File: config.mk
export PLATFORM = sky130hd
export DESIGN_NAME = cntry_sensor_cond
export DESIGN_NICKNAME = d
export VERILOG_FILES = /design/src/rtl/tlc_pkg.sv /design/src/rtl/sync_debounce.sv /design/src/rtl/cntry_sensor_cond.sv
export SDC_FILE = /design/constraint.sdc
export NUM_CORES = 1
export LEC_CHECK = 0
export CAP_MARGIN = 20
export CORE_AREA = 5 5 42 44
export CTS_BUF_LIST = sky130_fd_sc_hd__clkbuf_16
export DETAILED_ROUTE_END_ITERATION = 8
export DIE_AREA = 0 0 47 49
export GPL_TIMING_DRIVEN = 1
export PLACE_DENSITY_LB_ADDON = 0.08
export SLEW_MARGIN = 20
export SYNTH_ARGS = -nofsm -noshare
export SYNTH_HDL_FRONTEND = slang
export SYNTH_SLANG_ARGS = --single-unit
File: constraint.sdc
create_clock -name clk -period 2.7 [get_ports clk]
set_input_delay 0.27 -clock clk [delete_from_list [all_inputs] [get_ports clk]]
set_output_delay 0.27 -clock clk [all_outputs]
set_load 0.02 [all_outputs]
File: src/rtl/tlc_pkg.sv
// Shared lamp encodings for tlc and the country-road sensor conditioner.
// Also holds the request FSM state type used by cntry_sensor_cond.
package tlc_pkg;

  localparam logic [1:0] LAMP_GREEN  = 2'b00;
  localparam logic [1:0] LAMP_YELLOW = 2'b01;
  localparam logic [1:0] LAMP_RED    = 2'b10;

  typedef enum logic [1:0] {
    IDLE,
    REQ,
    SERVED
  } sensor_state_t;

endpackage

File: src/rtl/sync_debounce.sv
// Two-flop synchroniser, free-running sample tick and tick-based debouncer.
// Ports: clk, clr (async active-low), sensor_raw in; sensor_db, tick out.
module sync_debounce #(
  parameter int TICK_DIV       = 16,
  parameter int DEBOUNCE_TICKS = 4
) (
  input  logic clk,
  input  logic clr,
  input  logic sensor_raw,
  output logic sensor_db,
  output logic tick
);

  localparam int TW = $clog2(TICK_DIV);
  localparam int DW = $clog2(DEBOUNCE_TICKS + 1);

  logic          s1;
  logic          sync_s;
  logic [TW-1:0] tcnt;
  logic [DW-1:0] dcnt;

  assign tick = (tcnt == TW'(TICK_DIV - 1));

  always_ff @(posedge clk or negedge clr) begin
    if (!clr) begin
      s1     <= 1'b0;
      sync_s <= 1'b0;
    end else begin
      s1     <= sensor_raw;
      sync_s <= s1;
    end
  end

  always_ff @(posedge clk or negedge clr) begin
    if (!clr) begin
      tcnt <= '0;
    end else if (tick) begin
      tcnt <= '0;
    end else begin
      tcnt <= tcnt + TW'(1);
    end
  end

  // The flip happens on the tick that would bring dcnt to
  // DEBOUNCE_TICKS, so the counter never holds that value.
  always_ff @(posedge clk or negedge clr) begin
    if (!clr) begin
      dcnt      <= '0;
      sensor_db <= 1'b0;
    end else if (tick) begin
      if (sync_s != sensor_db) begin
        if (dcnt == DW'(DEBOUNCE_TICKS - 1)) begin
          sensor_db <= ~sensor_db;
          dcnt      <= '0;
        end else begin
          dcnt <= dcnt + DW'(1);
        end
      end else begin
        dcnt <= '0;
      end
    end
  end

endmodule

File: src/rtl/cntry_sensor_cond.sv
// Conditions the country-road loop sensor into the car-waiting input X of tlc.
// Ports: clk, clr (async active-low), sensor_raw, cntry[1:0] in;
// X, sensor_db out; sensor_fault out only with CNTRY_SENSOR_STUCK_EN.
module cntry_sensor_cond
  import tlc_pkg::*;
#(
  parameter int TICK_DIV       = 16,
  parameter int DEBOUNCE_TICKS = 4,
  parameter int STUCK_TICKS    = 1024
) (
  input  logic       clk,
  input  logic       clr,
  input  logic       sensor_raw,
  input  logic [1:0] cntry,
  output logic       X,
  output logic       sensor_db
`ifdef CNTRY_SENSOR_STUCK_EN
  ,
  output logic       sensor_fault
`endif
);

  if (TICK_DIV < 2 || DEBOUNCE_TICKS < 1 ||
      STUCK_TICKS < 1) begin : g_bad_param
    $error("cntry_sensor_cond: bad parameter");
  end

  logic          tick;
  logic          sensor_db_q;
  logic          rise;
  logic          green;
  logic          fault;
  sensor_state_t state;
  sensor_state_t next_state;

  sync_debounce #(
    .TICK_DIV       (TICK_DIV),
    .DEBOUNCE_TICKS (DEBOUNCE_TICKS)
  ) u_sd (
    .clk        (clk),
    .clr        (clr),
    .sensor_raw (sensor_raw),
    .sensor_db  (sensor_db),
    .tick       (tick)
  );

`ifdef CNTRY_SENSOR_STUCK_EN
  localparam int SW = $clog2(STUCK_TICKS + 1);

  logic [SW-1:0] scnt;

  always_ff @(posedge clk or negedge clr) begin
    if (!clr) begin
      scnt <= '0;
    end else if (!sensor_db) begin
      scnt <= '0;
    end else if (tick && !fault) begin
      scnt <= scnt + SW'(1);
    end
  end

  assign fault        = (scnt == SW'(STUCK_TICKS));
  assign sensor_fault = fault;
`else
  logic unused_tick;

  assign unused_tick = tick;
  assign fault       = 1'b0;
`endif

  assign rise  = sensor_db & ~sensor_db_q;
  assign green = (cntry == LAMP_GREEN);

  always_ff @(posedge clk or negedge clr) begin
    if (!clr) begin
      sensor_db_q <= 1'b0;
      state       <= IDLE;
      X           <= 1'b0;
    end else begin
      sensor_db_q <= sensor_db;
      state       <= next_state;
      X           <= (next_state == REQ);
    end
  end

  // A rise seen during country green is already being served,
  // so it goes straight to SERVED without raising X.
  always_comb begin
    next_state = state;
    unique case (state)
      IDLE: begin
        if (rise) next_state = green ? SERVED : REQ;
      end
      REQ: begin
        if (green) next_state = SERVED;
      end
      SERVED: begin
        if (!green) next_state = sensor_db ? REQ : IDLE;
      end
      default: next_state = IDLE;
    endcase
    if (fault) next_state = IDLE;
  end

endmodule

=== Word level (Yosys, flattened, before mapping) ===
Index checks and enable logic that the tools add are counted.

* Logic and storage cells: 31
* Output and inout bits: 2
* Input bits: 5
* Bits in registers: 14

* Reductions and logical operators: 3
* Add/subtract/negate cells: 2
* Bitwise operators: 3
* Muxes and demuxes: 9
* Equal/unequal tests: 6

{| class="wikitable"
|+ Operator list
! kind !! number
|-
| $mux W2 || 4
|-
| $mux W3 || 2
|-
| $pmux W2 S3 || 1
|-
| $add A4 B1 Y4 const B || 1
|-
| $eq A2 B1 Y1 const B || 2
|-
| $eq A4 B4 Y1 const B || 1
|-
| $logic_not A2 Y1 || 2
|-
| $mux W4 || 1
|-
| $add A3 B1 Y3 const B || 1
|-
| $eq A3 B2 Y1 const B || 1
|-
| $reduce_and A3 Y1 || 1
|-
| $eq A2 B2 Y1 const B || 1
|-
| $not A1 Y1 || 2
|-
| $and A1 B1 Y1 || 1
|-
| $mux W1 || 1
|-
| $ne A1 B1 Y1 || 1
|}

=== Depth between registers and ports, before layout ===
* Depth after elaboration: 5
* Gate-level depth with buffers: 4
* Depth with buffers taken out: 4

=== By module ===
A second synthesis with hierarchy kept.

* Cell total of the unflattened synthesis: 46
* Area total of the unflattened synthesis: 555.5 µm²

{| class="wikitable"
|+ Modules (own cells, without submodules)
! module !! times used !! cells an instance !! area an instance (µm²) !! seq. area each (µm²)
|-
| sync_debounce || 1 || 33 || 401.6 || 250.2
|-
| cntry_sensor_cond || 1 || 13 || 153.9 || 100.1
|}

=== Worst setup path after synthesis ===
OpenSTA, ideal clock, no wires.

* Path kind: reg-to-reg
* From: register u_sd.tcnt[0]
* To: register u_sd.sensor_db
* Clock period less this slack: 1262 ps
* Setup slack: 1438 ps
* Data required time: 2573 ps
* Path buffers: 0
* Stages on the path, launching flop included: 5
* Library setup time: 127 ps
* Data arrival time: 1135 ps
* Cell sequence: dfrtp_1 ha_1 nand3_2 nor2_1 mux2_1

* Cells in the longest elaborated chain, start to end: 2

{| class="wikitable"
|+ RTL lines
! element !! RTL line !! source
|-
| start: declaration || sync_debounce.sv:19 || <nowiki>logic [TW-1:0] tcnt;</nowiki>
|-
| start signal: assignment || sync_debounce.sv:40 || <nowiki>tcnt <= tcnt + TW'(1);</nowiki>
|-
| $eq A4 B4 Y1 || sync_debounce.sv:22 || <nowiki>assign tick = (tcnt == TW'(TICK_DIV - 1));</nowiki>
|-
| $reduce_and A3 Y1 (no line) || -- ||
|-
| end signal: assignment || sync_debounce.sv:53 || <nowiki>sensor_db <= ~sensor_db;</nowiki>
|-
| end: declaration || sync_debounce.sv:10 || <nowiki>output logic sensor_db,</nowiki>
|}

No other way between the ends.
A chain may end at the register's enable or synchronous reset.

=== Final worst setup path ===
* From: register u_sd.sensor_db
* To: output sensor_db

{| class="wikitable"
|+ RTL lines
! element !! RTL line !! source
|-
| end: declaration || cntry_sensor_cond.sv:16 || <nowiki>output logic sensor_db</nowiki>
|}

No word-level cell between the ends.

==> impl_results.md <==
* Status: completed
* Area added between synthesis and finish at 28.41%
* Synthesis Warnings at 0
* Die X at 47 microns
* # rows at 14
* Crit Path Max Fanout at 6
* Final std cells w/o fill at between 70 and 80
* Max Cap Violations at 0
* Fraction of layout cells with a size suffix above 1 at between 10% and 20%
* CP Class: flop to output port
* Syn Area/Cell at 11.90 sq um
* Gr ovfl total at 0
* Dpl hpwl at 698.1 microns
* WP data required at 2.43 ns
* Initial Util at 39.91%
* Slowest CP cell: clkdlybuf4s50_1
* TritonCTS clock tree: yes
* Slew headroom at 60.88%
* Final setup viols at 0
* H-Tree Depth at 1
* Iter 0 DRT Violations at 3
* Tmin final at 1.576 ns
* Clock Tree Root: clkbuf_16
* CTS Buf Count at 3
* Slowest cell delay on critical path at approximately 0.64 ns
* First-pass DRT Iterations at 4
* Fin. Hold Viols at 0
* Max Slew Vio Count at 0
* Mapped Area at 559.3 sq um
* Post-CTS Setup Bufs at 0
* Clock transition at path regs at 0.04 ns
* Tcrit/Tclk final at approximately three fifths
* CTS sink cnt at 14
* PD cells at 712.3 nW/um^2
* Largest net degree at the start of global routing at 15
* Worst hold path type: flop to flop
* Area of the multi-input gates at slightly below 200 sq um
* CP bufs+invs at 1
* RePlAce Congestion at 0.7372
* Vias in the first global route at 373
* Leak at 0.3210 nW
* IO Count at 7
* Family with the most delay on the worst path: buffers and inverters
* GR Util All Layers at 9.892%
* Slew @ Worst Pin at slightly below 0.6 ns
* Worst setup EP type: output port
* Worst R2R Setup Slack at approximately 1.3 ns
* Drt drc at 0
* WP data arrival at ~1.3 ns
* Fmax at 0.6345 GHz
* Register Area at ~350 sq um
* WHS Path Cells at 0
* Count of input and output buffers at 6
* Final ANT Viol Nets at 0
* Ant diodes at 0
* WP depth at 1
* Die area at 2303 sq um
* Clock Latency Late Sink at 0.24 ns
* Mapped Cells at 47
* Post-DR wirelength/cell at roughly 13 microns
* CP Cell Sequence: clkdlybuf4s50_1
* Post-route clock skew at 0.001939 ns
* Nets at 65
* DP Cell Count at 69
* Max clock buf depth at 2
* Core box area at 1401 sq um
* Fill count at 121
* VDD IR max at ~0.67 mV
* Initial antenna violation count at 0
* CTS Hold Bufs at 0
* Commonest cells after routing, fill and taps aside: dfrtp_1 (14), clkdlybuf4s50_1 (6), o21ai_0 (5)
* Yosys reg bits at 14
* Post-synth cell types at 18
* First-pass GRT wire length at 1524 microns
* RSZ-0062 raised after global routing: no
* Vias at 383
* Syn Nets at 54
* Via density at roughly 5.2
* Setup TNS at 0 ns
* Core Util, Final at approximately half
* CTS resizes at 0
* Routed wire length at 953 microns
* Startpoint types: flop
* Chip height at 49 microns
* Sequential-to-total area share from yosys stat at between 60% and 70%
* Most common cell after layout, fill and taps aside: dfrtp_1
* R2R cell count at 4
-- synthesized netlist by cell type --
master / instances / area share, %
dfrtp_1: 14 / 63
o21ai_0: 5 / 4.5
a21oi_1: 4 / 3.6
inv_1: 4 / 2.7
nand2_1: 4 / 2.7
ha_1: 2 / 4.5
nand3_1: 2 / 1.8
xor2_1: 2 / 3.1
a2111oi_2: 1 / 2.7
a211oi_1: 1 / 1.3
a31oi_1: 1 / 1.1
mux2_1: 1 / 2.0
nand2b_1: 1 / 1.1
nand3_2: 1 / 1.8
nor2_1: 1 / 0.67
nor2b_1: 1 / 1.1
o21ai_2: 1 / 1.6
or2_0: 1 / 1.1
-- metal layers --
| metal | vias to the layer above | GRT usage [%] | routed length [microns] |
|---|---|---|---|
| met1 | 183 | 10.00 | 387 |
| li1 | 182 | - | - |
| met2 | 14 | 14.03 | 453 |
| met3 | 4 | 3.321 | 65 |
| met4 | 0 | 11.06 | 46 |
| met5 | - | 0 | 0 |
-- power by group --
group | switching [mW] | leakage (nW) | total (mW) | internal (mW)
registers | 0.00321 | 0.184 | 0.218 | 0.215
logic | 0.0118 | 0.0982 | 0.0217 | 0.00987
clock network | 0.0765 | 0.0385 | 0.271 | 0.195
-- final timing paths --
path / startpoint / endpoint
max in group asynchronous: clr / u_sd.tcnt[2]$_DFF_PN0_
worst min-delay path: u_sd.s1$_DFF_PN0_ / u_sd.sync_s$_DFF_PN0_
min in group asynchronous: clr / state[1]$_DFF_PN0_
worst max-delay path: u_sd.sensor_db$_DFFE_PN0P_ / sensor_db
worst min register to register: u_sd.s1$_DFF_PN0_ / u_sd.sync_s$_DFF_PN0_
worst max register to register: u_sd.tcnt[0]$_DFF_PN0_ / u_sd.sensor_db$_DFFE_PN0P_
-- final cells by class --
class | count | share of cell area [%]
sequential | 14 | 48.78
inverter | 4 | 2.091
multi-input combinational | 29 | 27.00
clock buffer | 3 | 10.45
tap | 16 | 2.787
clock inverter | 1 | 0.5226
timing repair buffer | 6 | 8.362
-- sequential cells by signal (all words and copies together), names as in the netlist --
register / flops
u_sd.sensor_db: 1
X: 1
u_sd.sync_s: 1
u_sd.s1: 1
u_sd.dcnt: 3
u_sd.tcnt: 4
sensor_db_q: 1
state: 2
-- logic make-up (layout without fill, tap and decap cells) --
logic type,after synthesis,after routing,synth area share [%]
flops,14,14,62.64
simple gates,11,11,10.29
buf+inv,4,14,2.684
compound gates,13,13,14.77
fa+ha+maj,2,2,4.474
xor+xnor,2,2,3.133
mux,1,1,2.013
-- per-stage QoR --
stage | power [mW] | setup slack (ns) | instance area (sq um) | hold slack, ns
finish | 0.5115 | 1.124 | 718.2 | 0.3599
CTS | 0.5215 | 1.109 | 718.2 | 0.3651
global route | 0.5336 | 1.082 | 718.2 | 0.3707
global placement | 0.2409 | 1.386 | 639.4 | 0.3335
floorplan | 0.2290 | 1.438 | 559.3 | -0.02559
detailed placement | 0.2435 | 1.335 | 639.4 | 0.3551
Power figures use the tool's default switching activity.
